### src/rtl/block_serial_subtractor.sv
// Block-serial subtractor: diff = a - b, computed as a + ~b + 1 one 4-bit
// carry-lookahead block per clock, least significant block first. Operands
// shift right by one nibble per step and result nibbles shift in from the top,
// so every step works on bit positions [3:0] and no wide nibble mux is needed.
module block_serial_subtractor #(
   parameter int WIDTH = 32
) (
   input  logic             clk,
   input  logic             rst_n,
   input  logic             in_valid,
   output logic             in_ready,
   input  logic [WIDTH-1:0] a,
   input  logic [WIDTH-1:0] b,
   output logic             out_valid,
   input  logic             out_ready,
   output logic [WIDTH-1:0] diff,
   output logic             bout,
   output logic             ovf,
   output logic             zero
);

   localparam int N     = WIDTH / 4;
   localparam int CNT_W = (N > 1) ? $clog2(N) : 1;
   localparam logic [CNT_W-1:0] LAST = CNT_W'(N - 1);

   generate
      if ((WIDTH % 4) != 0 || WIDTH < 4) begin : g_width_check
         $error("block_serial_subtractor: WIDTH must be a positive multiple of 4");
      end
   endgenerate

   typedef enum logic [1:0] {IDLE, RUN, DONE} state_t;

   state_t           state_q, state_d;
   logic [CNT_W-1:0] cnt_q, cnt_d;
   logic             c_q, c_d;
   logic [WIDTH-1:0] a_q, a_d;
   logic [WIDTH-1:0] b_q, b_d;
   logic [WIDTH-1:0] diff_q, diff_d;
   logic             bout_q, bout_d;
   logic             ovf_q, ovf_d;
   logic             zero_q, zero_d;

   // Block datapath signals
   logic [3:0]       an, bn, g, p, cy, sum;
   logic             cout;
   logic [WIDTH-1:0] diff_shift;

   // One 4-bit lookahead block on the low nibble of the shifted operands
   always_comb begin
      an = a_q[3:0];
      bn = ~b_q[3:0];
      g  = an & bn;
      p  = an | bn;
      cy[0] = c_q;
      cy[1] = g[0] | (p[0] & c_q);
      cy[2] = g[1] | (p[1] & g[0]) | (p[1] & p[0] & c_q);
      cy[3] = g[2] | (p[2] & g[1]) | (p[2] & p[1] & g[0])
            | (p[2] & p[1] & p[0] & c_q);
      cout  = g[3] | (p[3] & g[2]) | (p[3] & p[2] & g[1])
            | (p[3] & p[2] & p[1] & g[0])
            | (p[3] & p[2] & p[1] & p[0] & c_q);
      sum   = an ^ bn ^ cy;
      diff_shift = (diff_q >> 4) | (WIDTH'(sum) << (WIDTH - 4));
   end

   // Next-state and next-data logic for the IDLE/RUN/DONE controller
   always_comb begin
      state_d = state_q;
      cnt_d   = cnt_q;
      c_d     = c_q;
      a_d     = a_q;
      b_d     = b_q;
      diff_d  = diff_q;
      bout_d  = bout_q;
      ovf_d   = ovf_q;
      zero_d  = zero_q;
      unique case (state_q)
         IDLE: begin
            if (in_valid && in_ready) begin
               state_d = RUN;
               a_d     = a;
               b_d     = b;
               cnt_d   = '0;
               c_d     = 1'b1;
            end
         end
         RUN: begin
            a_d    = a_q >> 4;
            b_d    = b_q >> 4;
            c_d    = cout;
            diff_d = diff_shift;
            cnt_d  = cnt_q + 1'b1;
            if (cnt_q == LAST) begin
               // Last block: a_q/b_q[3] are now the operand sign bits
               state_d = DONE;
               cnt_d   = '0;
               bout_d  = ~cout;
               ovf_d   = (a_q[3] != b_q[3]) && (sum[3] != a_q[3]);
               zero_d  = (diff_shift == '0);
            end
         end
         DONE: begin
            if (out_ready) state_d = IDLE;
         end
         default: state_d = IDLE;
      endcase
   end

   // Control and result registers with synchronous active-low reset
   always_ff @(posedge clk) begin
      if (!rst_n) begin
         state_q <= IDLE;
         cnt_q   <= '0;
         c_q     <= 1'b1;
         diff_q  <= '0;
         bout_q  <= 1'b0;
         ovf_q   <= 1'b0;
         zero_q  <= 1'b0;
      end else begin
         state_q <= state_d;
         cnt_q   <= cnt_d;
         c_q     <= c_d;
         diff_q  <= diff_d;
         bout_q  <= bout_d;
         ovf_q   <= ovf_d;
         zero_q  <= zero_d;
      end
   end

   // Operand shift registers; only meaningful while an operation is running
   always_ff @(posedge clk) begin
      a_q <= a_d;
      b_q <= b_d;
   end

   assign in_ready  = (state_q == IDLE) && rst_n;
   assign out_valid = (state_q == DONE);
   assign diff      = diff_q;
   assign bout      = bout_q;
   assign ovf       = ovf_q;
   assign zero      = zero_q;

endmodule

### config.mk
export PLATFORM = sky130hd
export DESIGN_NAME = block_serial_subtractor
export DESIGN_NICKNAME = d
export VERILOG_FILES = /design/src/rtl/block_serial_subtractor.sv
export SDC_FILE = /design/constraint.sdc
export NUM_CORES = 1
export LEC_CHECK = 0
export BUFFER_PORTS_ARGS = -buffer_cell sky130_fd_sc_hd__buf_2
export CORE_ASPECT_RATIO = 0.5
export CORE_MARGIN = 5
export CORE_UTILIZATION = 55
export CTS_BUF_LIST = sky130_fd_sc_hd__clkbuf_8
export DETAILED_ROUTE_END_ITERATION = 8
export GPL_TIMING_DRIVEN = 0
export PLACE_DENSITY = 0.81
export SLEW_MARGIN = 20
export SYNTH_ARGS = -nofsm -noshare
export SYNTH_HDL_FRONTEND = slang
export SYNTH_SLANG_ARGS = --single-unit
### constraint.sdc
create_clock -name clk -period 3.54 [get_ports clk]
set_input_delay 0.177 -clock clk [delete_from_list [all_inputs] [get_ports clk]]
set_output_delay 0.177 -clock clk [all_outputs]
set_load 0.02 [all_outputs]
==> flow_summary.html <==
<table>
<tr><th>Metric</th><th>Value</th></tr>
<tr><th colspan="2">Floorplanning</th></tr>
<tr><td>Die height</td><td>75.43 um</td></tr>
<tr><td>Initial cell density of the core</td><td>57.61%</td></tr>
<tr><td>Die area</td><td>10,620 um^2</td></tr>
<tr><td>Core area</td><td>8173 um^2</td></tr>
<tr><td>Die width</td><td>140.8 um</td></tr>
<tr><td>Number of top-level pins</td><td>105</td></tr>
<tr><td>Cell row count</td><td>23</td></tr>
<tr><th colspan="2">Placement</th></tr>
<tr><td>Post-detailed-placement half-perimeter wirelength</td><td>7321 um</td></tr>
<tr><td>Area after detailed placement</td><td>5394 um^2</td></tr>
<tr><td>RD Place Congestion</td><td>0.7879</td></tr>
<tr><td>Placed Cells incl. Taps</td><td>721</td></tr>
<tr><td>Port Buffers</td><td>103</td></tr>
<tr><th colspan="2">Power and ir drop</th></tr>
<tr><td>Cell Pwr Density</td><td>446.6 nW/um^2</td></tr>
<tr><td>Peak VDD IR</td><td>0.0002356 V</td></tr>
<tr><td>Total leakage power</td><td>2.599 nW</td></tr>
<tr><th colspan="2">Global route</th></tr>
<tr><td>First-pass GRT wire length</td><td>16,130 um</td></tr>
<tr><td>Final global-route overflow total</td><td>0</td></tr>
<tr><td>Vias in the first global route</td><td>3,587</td></tr>
<tr><td>Largest net degree at the start of global routing</td><td>57</td></tr>
<tr><td>Antenna violations before repair</td><td>0</td></tr>
<tr><td>Total Routing Usage GR</td><td>19.23%</td></tr>
<tr><th colspan="2">Final layout</th></tr>
<tr><td>Layout cells sized above 1</td><td>26.56%</td></tr>
<tr><td>Core Util, Final</td><td>68.37%</td></tr>
<tr><td>Number of standard cells in the final layout excluding fillers</td><td>737</td></tr>
<tr><td>Diode insertion count for antenna repair</td><td>0</td></tr>
<tr><td>Area growth from synthesis to layout</td><td>18.68%</td></tr>
<tr><td>Nets</td><td>700</td></tr>
<tr><td>Non-Filler Cell Area, Final</td><td>5588 um^2</td></tr>
<tr><th colspan="2">Route</th></tr>
<tr><td>Wirelength per Cell</td><td>13.63 um</td></tr>
<tr><td>Initial detailed-routing violation count</td><td>203</td></tr>
<tr><td>Routed WL</td><td>10,050 um</td></tr>
<tr><td>Via count of the routed design</td><td>3,663</td></tr>
<tr><td>DR DRC count</td><td>0</td></tr>
<tr><td>Number of antenna-violating nets in the routed design</td><td>0</td></tr>
<tr><td>Via/cell ratio</td><td>4.970</td></tr>
<tr><td>Detailed Routing Iterations Pass 1</td><td>6</td></tr>
<tr><th colspan="2">CTS</th></tr>
<tr><td>Count of hold buffers inserted by post-cts repair</td><td>0</td></tr>
<tr><td>Clk slew on worst S/H paths</td><td>100 ps</td></tr>
<tr><td>CTS Root Cell</td><td>clkbuf_8</td></tr>
<tr><td>Number of buffers inserted to repair setup after CTS</td><td>0</td></tr>
<tr><td>TritonCTS clock tree</td><td>done</td></tr>
<tr><td>Total clock buffers created by CTS</td><td>9</td></tr>
<tr><td>CTS sink cnt</td><td>105</td></tr>
<tr><td>Gates resized, CTS repair</td><td>0</td></tr>
<tr><td>Source-to-sink clock delay at the later pin of the worst-skew pair</td><td>370 ps</td></tr>
<tr><td>H-tree depth</td><td>3</td></tr>
<tr><td>Clk buf depth</td><td>2</td></tr>
<tr><th colspan="2">Logic synthesis</th></tr>
<tr><td>Post-synthesis async set-or-reset flop share</td><td>0%</td></tr>
<tr><td>Cell Area, Synth</td><td>4708 um^2</td></tr>
<tr><td>Dominant cells by area after synthesis</td><td>edfxtp_1, nand2_1, dfxtp_1, buf_4, a21oi_1</td></tr>
<tr><td>Top flip-flop cell by instance count after synthesis</td><td>edfxtp_1</td></tr>
<tr><td>Flops &amp; latches, synth</td><td>105</td></tr>
<tr><td>Post-Syn Nets</td><td>585</td></tr>
<tr><td>Post-synthesis cell type with the largest combined area</td><td>edfxtp_1</td></tr>
<tr><td>Top-count cell post-synth</td><td>nand2_1</td></tr>
<tr><td>Part of the Yosys area used for sequential elements</td><td>58.25%</td></tr>
<tr><td>Syn. warnings</td><td>0</td></tr>
<tr><td>EDFF count, synth</td><td>64</td></tr>
<tr><td>Distinct cell type count of the synthesized netlist</td><td>41</td></tr>
<tr><td>Commonest cells in the synthesized netlist</td><td>nand2_1, edfxtp_1, dfxtp_1</td></tr>
<tr><td>Average cell area after synthesis</td><td>9.323 um^2</td></tr>
<tr><td>Portion of synthesized cell area occupied by the leading cell type</td><td>40.82%</td></tr>
<tr><td>Synth Instances</td><td>505</td></tr>
<tr><th colspan="2">Timing</th></tr>
<tr><td>Achievable frequency</td><td>0.4402 GHz</td></tr>
<tr><td>Final setup viols</td><td>0</td></tr>
<tr><td>Final worst path period share</td><td>64.17%</td></tr>
<tr><td>Final Hold Fails</td><td>0</td></tr>
<tr><td>Setup repair after global routing missed its margin</td><td>false</td></tr>
<tr><td>Relative slew slack</td><td>64.78%</td></tr>
<tr><td>Worst slew pin tran</td><td>528.3 ps</td></tr>
<tr><td>Post-layout min period</td><td>2272 ps</td></tr>
<tr><td>Number of slew-limit violations in the final report</td><td>0</td></tr>
<tr><td>Fin Clk Skew</td><td>16.66 ps</td></tr>
<tr><td>Final sum of negative setup slack</td><td>0 ps</td></tr>
<tr><th colspan="2">Run</th></tr>
<tr><td>Max-cap violations</td><td>0</td></tr>
<tr><th colspan="2">Critical path</th></tr>
<tr><td>Reg2reg end</td><td>zero</td></tr>
<tr><td>Setup crit start</td><td>b_q[0]</td></tr>
<tr><td>Largest fanout of any net on the critical path</td><td>3</td></tr>
<tr><td>Launching element type of the critical path</td><td>flop</td></tr>
<tr><td>Crit Reg-Reg Startpoint</td><td>b_q[0]</td></tr>
<tr><td>Critical Path End Type</td><td>flop</td></tr>
<tr><td>Worst Path Class, Setup</td><td>reg -&gt; reg</td></tr>
<tr><td>Slack of the worst reg-to-reg path</td><td>1270 ps</td></tr>
<tr><td>FF-to-FF path depth</td><td>7</td></tr>
<tr><td>CP Capture Point</td><td>zero</td></tr>
<tr><td>Signal arrival time at the worst endpoint</td><td>2540 ps</td></tr>
<tr><td>Required time at the endpoint of the critical path</td><td>3810 ps</td></tr>
<tr><th colspan="2">Run status</th></tr>
<tr><td>Run status</td><td>complete, no violations</td></tr>
<tr><th colspan="2">Min path</th></tr>
<tr><td>Hold path depth</td><td>2</td></tr>
<tr><td>Worst min-delay path class</td><td>in -&gt; reg</td></tr>
</table>
==> where the power goes <==
| part | switching (mW) | internal (mW) | leakage (nW) |
|---|---|---|---|
| Clock | 0.411 | 0.326 | 0.0931 |
| Combinational | 0.197 | 0.127 | 1.55 |
| Sequential | 0.0342 | 1.40 | 0.961 |
| Total | 0.641 | 1.85 | 2.60 |
==> cells by family (layout without fill, tap and decap cells) <==
kind of cell             after synthesis  after routing  share of synthesized area [%]
AO/OA/AOI/OAI                         45             45                          5.634
XOR/XNOR                               4              4                         0.7442
adder cells (fa/ha/maj)               12             12                          3.348
buffers and inverters                 64            184                          7.760
flip-flops                           105            105                          58.25
multiplexers                           1              1                         0.2126
AND/OR/NAND/NOR                      274            274                          24.05
==> layout by cell type (no fill, tap or decap), types with 2 or more instances in the layout <==
master,synthesis,routed
clkbuf_1,12,12
and3_1,2,2
buf_2,10,113
nand2_1,229,229
nand4_1,2,2
clkinvlp_4,0,3
ha_1,11,11
buf_1,2,2
a22oi_1,2,2
nand3_1,2,2
edfxtp_1,64,64
nor3_1,3,3
nor4_1,5,5
xnor2_1,3,3
inv_1,10,10
nor2_1,10,10
nand2b_1,4,4
nor2b_1,2,2
dfxtp_1,41,41
a21oi_1,34,34
clkbuf_8,0,9
buf_4,28,28
and2_1,9,9
==> critical path, stage by stage, from the launching register on <==
cell	delay, ps
edfxtp_1	400
inv_1	130
fa_1	460
nor4b_1	390
nand4_1	170
nor4_2	230
nand4_1	200
o31ai_2	200
==> worst min path at each step <==
stage,start,end
after detailed placement,rst_n,c_q
after CTS,rst_n,c_q
after global placement,rst_n,c_q
final,rst_n,c_q
after floorplan,in_valid,state_q[0]
after global routing,rst_n,c_q
==> registers in the layout, indices dropped and copies added, names as in the netlist <==
name and cells:
diff 32, state_q 2, cnt_q 3, b_q 32
zero 1, ovf 1, bout 1, c_q 1
a_q 32
==> metrics by stage <==
stage               power [mW]  hold WS, ps  setup slack (ps)
floorplan                1.670        320.9             847.5
global placement         1.773        415.0             530.5
detailed placement       1.789        424.2              1313
CTS                      2.510        15.06              1286
global route             2.605        22.37              1164
finish                   2.496        34.68              1268
==> per-layer routing <==
metal	wire [um]	global-route usage [%]	part of all wire (%)	up-vias
met5	0	0	0	-
met2	4953	34.06	49	93
met3	606	5.831	6.0	11
met1	4385	23.34	44	1710
met4	102	5.908	1.0	0
li1	-	-	-	1849
==> area by class of cell <==
type,instances,area (um^2)
Sequential cell,105,2743
Fill cell,661,2585
Multi-Input combinational cell,336,1600
Timing Repair Buffer,104,543.0
Buffer,53,324.1
Tap cell,112,140.1
Clock buffer,9,123.9
Clock inverter,7,70.07
Inverter,11,43.79
(Power assumes the default switching activity.)
